## src/rtl/spi_slave_regs.sv

```systemverilog
// SPI mode-0 register responder, fully oversampled on clk.
// One 16-bit frame per select window: {rw, addr[6:0], data[7:0]}, MSB first.
module spi_slave_regs #(
  parameter logic [7:0]  VERSION    = 8'h31,
  parameter logic [31:0] CTRL_RESET = 32'h0000_0000
) (
  input  logic        clk,
  input  logic        reset_n,
  input  logic        spi_sclk,
  input  logic        spi_ss_n,
  input  logic        spi_mosi,
  output logic        spi_miso,
  output logic        spi_miso_oe,
  output logic [31:0] ctrl_out,
  input  logic [31:0] status_in,
  output logic        wr_strobe,
  output logic [6:0]  wr_addr,
  output logic        frame_abort
);

  typedef enum logic [1:0] {IDLE = 2'd0, CMD = 2'd1, DATA = 2'd2, DONE = 2'd3} state_t;

  state_t      state_q, state_d;
  logic [2:0]  sclk_q, sclk_d;
  logic [2:0]  ss_q, ss_d;
  logic [1:0]  mosi_q, mosi_d;
  logic [2:0]  cnt_q, cnt_d;
  logic [6:0]  shift_q, shift_d;
  logic        rw_q, rw_d;
  logic [6:0]  addr_q, addr_d;
  logic [7:0]  rd_shift_q, rd_shift_d;
  logic        miso_q, miso_d;
  logic [31:0] ctrl_q, ctrl_d;
  logic        wr_strobe_q, wr_strobe_d;
  logic [6:0]  wr_addr_q, wr_addr_d;
  logic        abort_q, abort_d;

  logic       sclk_rise, sclk_fall, ss_sync, ss_fall, mosi_s;
  logic [6:0] cmd_addr;
  logic [7:0] data_byte;

  // Index 0 = metastable stage, 1 = synced value, 2 = previous synced value.
  always_comb begin
    sclk_d = {sclk_q[1:0], spi_sclk};
    ss_d   = {ss_q[1:0], spi_ss_n};
    mosi_d = {mosi_q[0], spi_mosi};
  end

  assign sclk_rise = sclk_q[1] & ~sclk_q[2];
  assign sclk_fall = ~sclk_q[1] & sclk_q[2];
  assign ss_sync   = ss_q[1];
  assign ss_fall   = ~ss_q[1] & ss_q[2];
  assign mosi_s    = mosi_q[1];
  assign cmd_addr  = {shift_q[5:0], mosi_s};
  assign data_byte = {shift_q, mosi_s};

  function automatic logic [7:0] read_byte(input logic [6:0] a, input logic [31:0] ctrl,
                                           input logic [31:0] stat);
    logic [7:0] r;
    r = 8'h00;
    if (a < 7'd4)        r = ctrl[{a[1:0], 3'b000} +: 8];
    else if (a < 7'd8)   r = stat[{a[1:0], 3'b000} +: 8];
    else if (a == 7'h7F) r = VERSION;
    return r;
  endfunction

  always_ff @(posedge clk or negedge reset_n) begin
    if (!reset_n) begin
      state_q     <= IDLE;
      sclk_q      <= 3'b000;
      ss_q        <= 3'b111;
      mosi_q      <= 2'b00;
      cnt_q       <= 3'd0;
      shift_q     <= 7'd0;
      rw_q        <= 1'b0;
      addr_q      <= 7'd0;
      rd_shift_q  <= 8'd0;
      miso_q      <= 1'b0;
      ctrl_q      <= CTRL_RESET;
      wr_strobe_q <= 1'b0;
      wr_addr_q   <= 7'd0;
      abort_q     <= 1'b0;
    end else begin
      state_q     <= state_d;
      sclk_q      <= sclk_d;
      ss_q        <= ss_d;
      mosi_q      <= mosi_d;
      cnt_q       <= cnt_d;
      shift_q     <= shift_d;
      rw_q        <= rw_d;
      addr_q      <= addr_d;
      rd_shift_q  <= rd_shift_d;
      miso_q      <= miso_d;
      ctrl_q      <= ctrl_d;
      wr_strobe_q <= wr_strobe_d;
      wr_addr_q   <= wr_addr_d;
      abort_q     <= abort_d;
    end
  end

  always_comb begin
    state_d = state_q;
    case (state_q)
      IDLE: if (ss_fall) state_d = CMD;
      CMD:  if (ss_sync) state_d = IDLE;
            else if (sclk_rise && cnt_q == 3'd7) state_d = DATA;
      DATA: if (ss_sync) state_d = IDLE;
            else if (sclk_rise && cnt_q == 3'd7) state_d = DONE;
      DONE: if (ss_sync) state_d = IDLE;
      default: state_d = IDLE;
    endcase
  end

  always_comb begin
    cnt_d       = cnt_q;
    shift_d     = shift_q;
    rw_d        = rw_q;
    addr_d      = addr_q;
    rd_shift_d  = rd_shift_q;
    miso_d      = 1'b0;
    ctrl_d      = ctrl_q;
    wr_strobe_d = 1'b0;
    wr_addr_d   = wr_addr_q;
    abort_d     = 1'b0;
    case (state_q)
      IDLE: begin
        // A rise coinciding with the select edge is already bit 15.
        if (ss_fall) begin
          cnt_d = 3'd0;
          if (sclk_rise) begin
            shift_d = {shift_q[5:0], mosi_s};
            cnt_d   = 3'd1;
          end
        end
      end
      CMD: begin
        if (ss_sync) begin
          abort_d = 1'b1;
        end else if (sclk_rise) begin
          shift_d = {shift_q[5:0], mosi_s};
          cnt_d   = cnt_q + 3'd1;
          if (cnt_q == 3'd7) begin
            rw_d       = shift_q[6];
            addr_d     = cmd_addr;
            rd_shift_d = read_byte(cmd_addr, ctrl_q, status_in);
          end
        end
      end
      DATA: begin
        if (ss_sync) begin
          abort_d = 1'b1;
        end else begin
          miso_d = miso_q;
          if (sclk_rise) begin
            shift_d = {shift_q[5:0], mosi_s};
            cnt_d   = cnt_q + 3'd1;
            if (cnt_q == 3'd7 && !rw_q && addr_q[6:2] == 5'd0) begin
              ctrl_d[{addr_q[1:0], 3'b000} +: 8] = data_byte;
              wr_strobe_d = 1'b1;
              wr_addr_d   = addr_q;
            end
          end
          if (sclk_fall) begin
            miso_d     = rd_shift_q[7];
            rd_shift_d = {rd_shift_q[6:0], 1'b0};
          end
        end
      end
      default: ;
    endcase
  end

  assign spi_miso    = miso_q;
  assign spi_miso_oe = ~ss_sync;
  assign ctrl_out    = ctrl_q;
  assign wr_strobe   = wr_strobe_q;
  assign wr_addr     = wr_addr_q;
  assign frame_abort = abort_q;

endmodule

```

## config.mk

```make
export PLATFORM = sky130hd
export DESIGN_NAME = spi_slave_regs
export DESIGN_NICKNAME = d
export VERILOG_FILES = /design/src/rtl/spi_slave_regs.sv
export SDC_FILE = /design/constraint.sdc
export NUM_CORES = 1
export LEC_CHECK = 0
export ABC_AREA = 1
export CAP_MARGIN = 20
export CORE_MARGIN = 8
export CORE_UTILIZATION = 45
export DETAILED_ROUTE_END_ITERATION = 10
export DONT_BUFFER_PORTS = 1
export PLACE_DENSITY_LB_ADDON = 0.15
export REMOVE_ABC_BUFFERS = 1
export SLEW_MARGIN = 5
export SYNTH_ARGS = -nofsm -noshare
export SYNTH_HDL_FRONTEND = slang
export SYNTH_SLANG_ARGS = --single-unit
```

## constraint.sdc

```tcl
create_clock -name clk -period 1.95 [get_ports clk]
set_clock_uncertainty 0.05 [all_clocks]
set_input_delay 0.39 -clock clk [delete_from_list [all_inputs] [get_ports clk]]
set_output_delay 0.39 -clock clk [all_outputs]
set_load 0.03 [all_outputs]
```

Word-level counts from Yosys, hierarchy flattened. Index checks and enable logic that the tools add are counted. Widths: inputs -> output; s select.

Register bits after elaboration: 78. Input bits: 37. Output and inout port bits: 43. Logic and storage cells: 95.

Add/subtract/negate cells: 2. $lt $le $gt $ge: 2. Eq/ne operators: 17. Shift operators: 4. Mux-type cells: 35. Bitwise gates (word level): 6. Reduce and logical (&&, ||, !) cells: 15.

Operators by type and width (count): $shiftx 32x6->8 (2); $mux 8 (7); $bwmux 32 (1); $shift 8x7->32 const A (1); $shiftx 8x7->32 (1); $mux 7 (3); $ne 2x2->1 const B (8); $pmux 8 s2 (1); $reduce_and 4->1 (4); $pmux 7 s2 (1); $mux 2 (6); $mux 1 (10); $mux 3 (3); $ne 3x3->1 const B (3); $pmux 2 s4 (1); $eq 7x7->1 const B (1); $lt 7x3->1 const B (1); $lt 7x4->1 const B (1); $neg 5->7 (1); $mux 6 (1); $pmux 3 s2 (1); $reduce_and 6->1 (1); $logic_not 5->1 (1); $eq 2x2->1 const B (2); 12 further kinds (19).

Longest topological paths before layout.
Depth after elaboration: 8. Mapped depth: 12. Mapped depth without buffers: 11.

Worst setup path after synthesis. No wires, ideal clock.

Path kind: flip-flop to flip-flop. Start: register addr_q[0]. End: register ctrl_q[1] (netlist: ctrl_out[1]). Library setup time: 0.118 ns. Data arrival time: 1.824 ns. Data required time: 1.782 ns. Path slack: -0.042 ns. Stages on the path, launching flop included: 10. Path buffers: 2. Cells stage by stage: dfrtp_1 clkbuf_1 inv_1 ha_1 buf_2 clkinv_1 nand3_1 nor2_1 nand3_1 nand2_1.

Longest elaborated chain between the ends: 3. Elaborated cells on any way between the ends: 4. Classes of those cells: add/sub (1); shift (2); mux (1).

RTL lines: from (decl) (RTL line 30) `logic [6:0] addr_q, addr_d;`; from (signal assigned) (RTL line 91) `addr_q <= addr_d;`; $neg 5->7 (*) (RTL line 158) `ctrl_d[{addr_q[1:0], 3'b000} +: 8] = data_byte;`; $shiftx 8x7->32 or $shift 8x7->32 (tied branches) (RTL line 158); $bwmux 32 (*) (RTL line 158); to (signal assigned) (RTL line 94) `ctrl_q <= ctrl_d;`; to (decl) (RTL line 33) `logic [31:0] ctrl_q, ctrl_d;`.

Mark *: on every way between the ends. The rest lies on a longest branch, timed or not. A chain may end at the register's enable or synchronous reset.

Final worst setup path.
Start: register state_q[0]. End: register rd_shift_q[7].

Longest elaborated chain between the ends: 3. Elaborated cells on any way between the ends: 10. Classes of those cells: eq/ne (7); mux (1); reduce/logical (2).

RTL lines: from (decl) (RTL line 23) `state_t state_q, state_d;`; from (signal assigned) (RTL line 84) `state_q <= state_d;`; $eq 2x1->1 or $eq 2x2->1 (tied branches) (RTL line 125) `case (state_q)`; $ne 2x2->1 (no line) or $reduce_bool 2->1 (tied branches); $reduce_and 6->1 (no line); to (signal assigned) (RTL line 92) `rd_shift_q <= rd_shift_d;`; to (decl) (RTL line 31) `logic [7:0] rd_shift_q, rd_shift_d;`.

Parallel ways exist; a longest one is shown, timed or not.

==> flow_summary_export.csv <==
group,metric,value,unit
final_layout,fin_cells,710,
clock_tree,cts_tree,"built",
pwr,leakagePower,2.438,nW
routing,via_per_inst,5.270,
timing,relSlewSlack,0.6629,
routing,ant_nets,0,
routing,firstDrtPassIters,6,
global_route,grtUsageMet1,0.2520,
routing,vias,3742,
placement,port_buffers,0,
die,die_w,112.4,um
yosys,synth_cell_types,22,
timing,timing.final.crit_share,0.9243,
critical_path,cp.required,2.16,ns
placement,pre_cts_slack,0.04940,ns
critical_path,cp_max_fo,13,
timing,setup_violations,0,
routing,drtIter0Drc,262,
clock_tree,cts_made_buffers,9,
timing,hold_slack,-0.3387,ns
timing,finalMaxSlewViolations,0,
routing,wire_per_inst,16.61,um
final_layout,drive_above_1_share,0.09015,
final_layout,final_cell_mix,"nand2_1, nand3_1, dfrtp_1",
clock_tree,clk_path_buf_depth,2,
timing,fmax,554.8,MHz
yosys,synth.ff_latch_count,78,
final_layout,fin_area,4642,sq um
critical_path,arrival,2.01,ns
global_route,track_usage,0.1924,
die,start_util,0.4573,
clock_tree,htree_levels,3,
clock_tree,hold_buffers,3,
timing,grt_setup_unrepaired,"no",
die,die_area,12640,sq um
global_route,grt_pass1_wl,19180,um
flow_run,maxCapViolations,0,
critical_path,cp_slowest_cell,"dfrtp_1",
critical_path,r2r_cells,9,
final_layout,final_common_cell,"nand2_1",
global_route,grt_max_degree,79,
final_layout,diodes,0,
final_layout,fin_nets,643,
critical_path,reg2reg_from,"state_q[0]",
critical_path,start_kind,"register",
yosys,yosysWarningCount,0,
yosys,ys_seq_area_frac,0.4673,
die,core_area,9153,sq um
die,pin_count,80,
yosys,syn_area_per_cell,7.191,sq um
routing,wirelength,11800,um
die,rows,35,
timing,worst_pin_slew,0.5004,ns
hold_path,hold_path.class,"in2async",
clock_tree,clkTransAtPathRegs,0.09,ns
clock_tree,clk_latency,0.36,ns
clock_tree,clock-sinks,78,
placement,gp_congestion,0.9061,
die,die_y,112.4,um
yosys,synth_area_leader_cell,"dfrtp_1",
global_route,grt_antenna_before_repair,0,
final_layout,area_growth,10.91,%
critical_path,worstPathCellList,"inv_1 > ha_1 > buf_4 > o21a_1 > nand3_1 > buf_4 > nor2_1 > nand2_1 > nand2_1",
critical_path,end_kind,"register",
yosys,netlist_instances,582,
yosys,synth.top_cell.area_share,0.4484,
status,status,"finished with violations",
routing,drcViolationCount,0,
critical_path,startpoint,"state_q[0]",
timing,fin_ws,0.1477,ns
timing,finalHoldViolCount,78,
yosys,synth_area,4185,sq um
clock_tree,root_buffer,"clkbuf_8",
critical_path,r2r_end,"rd_shift_q[7]",
critical_path,crit_path_end,"rd_shift_q[7]",
critical_path,critPathKind,"reg2reg",
final_layout,nFillCells,917,
critical_path,slowest_delay,0.41,ns
placement,placed_area,4368,sq um
global_route,use_met2,0.3063,
placement,dp_hpwl,8652,um
placement,place_inst,688,
pwr,power_density,984.9,nW/um^2
global_route,grt_pass1_vias,3534,
pwr,vdd_ir_drop_max,0.3306,mV
global_route,grt.busiest_layer,"met2",
yosys,yosys-top-cells-area,"dfrtp_1, nand2_1, nand3_1, nor2_1, inv_1",
global_route,globalRouteOverflowTotal,0,
timing,final.min_clock_period,1.802,ns
critical_path,rrSetupSlack,0.15,ns
global_route,met3_usage,0.04724,
timing,finalSetupTns,0,ns
status,violations,"hold timing",
-- registers in the layout, summed over array words and instances (netlist names) --
register,count
addr_q,7
spi_miso,1
wr_strobe,1
sclk_q,3
ss_q,3
shift_q,7
rd_shift_q,8
mosi_q,2
rw_q,1
cnt_q,3
state_q,2
wr_addr,7
frame_abort,1
ctrl_out,32
-- synthesized netlist by cell type (all sizes together) --
cell type,instances
ha,12
o21ai,30
clkinv,2
clkbuf,12
inv,57
nand4,3
nor4,2
dfstp,3
a21oi,4
nor2,66
dfrtp,75
o21a,1
nand2,199
buf,14
nor3,9
nand3,93
-- critical path: cells and delay by family (launching register included) --
family / cells / cell delay (ns)
buffers and inverters: 3 / 0.44
flip-flops: 1 / 0.41
AND/OR/NAND/NOR: 4 / 0.32
adder cells (fa/ha/maj): 1 / 0.23
AO/OA/AOI/OAI: 1 / 0.23
-- per-stage QoR --
stage	power, W	utilization
2_1_floorplan	0.002864	-
3_3_place_gp	0.003304	0.4772
3_5_place_dp	0.003329	0.4772
4_1_cts	0.004588	0.5024
5_1_grt	0.004898	0.5072
6_report	0.004572	0.5072
-- kinds of logic after synthesis --
group                      Yosys count  share of synthesized area
AOI/OAI and AO/OA                   35                    0.04245
and+or+nand+nor                    372                     0.3713
adders and majority gates           12                    0.03587
buffers and inverters               85                    0.08311
DFF                                 78                     0.4673
-- worst min-delay path by stage --
stage	to	slack (ns)	cells past startpoint	startpoint
detailed placement	state_q[1]	0.05	0	reset_n
CTS	frame_abort	-0.35	0	reset_n
floorplan	addr_q[0]	0.04	0	reset_n
global placement	frame_abort	0.05	0	reset_n
finish	frame_abort	-0.34	0	reset_n
global route	frame_abort	-0.36	0	reset_n
-- layout make-up --
class                   instances  area, sq um  share of cell area
flip-flops and latches         78         1956              0.4213
multi-input cells             419         1901              0.4094
inverters                      59        226.5             0.04879
repair buffers                 26        215.2             0.04636
clock buffers                  11        141.4             0.03046
well taps                     111        138.9             0.02992
clock inverters                 5        58.81             0.01267
repair inverters                1        5.005            0.001078
-- metal layers --
metal / vias to the layer above / share of wire
met2: 121 / 0.46
li1: 1858 / -
met4: 0 / 0.014
met5: - / 0
met1: 1748 / 0.45
met3: 15 / 0.070
-- power by group --
part	internal [W]	switching (W)
sequential	0.00177	0.000142
combinational	0.000464	0.000947
clock	0.000627	0.000620
total	0.00286	0.00171
-- what timing repair did --
| item | CTS | global route |
|---|---|---|
| buffers inserted | 0 | 2 |
| endpoints found under the setup margin | 0 | 33 |
| resized for setup | 0 | 9 |
| hold endpoints to repair | 81 | 78 |
No activity file was read; power rests on OpenSTA's default activity.
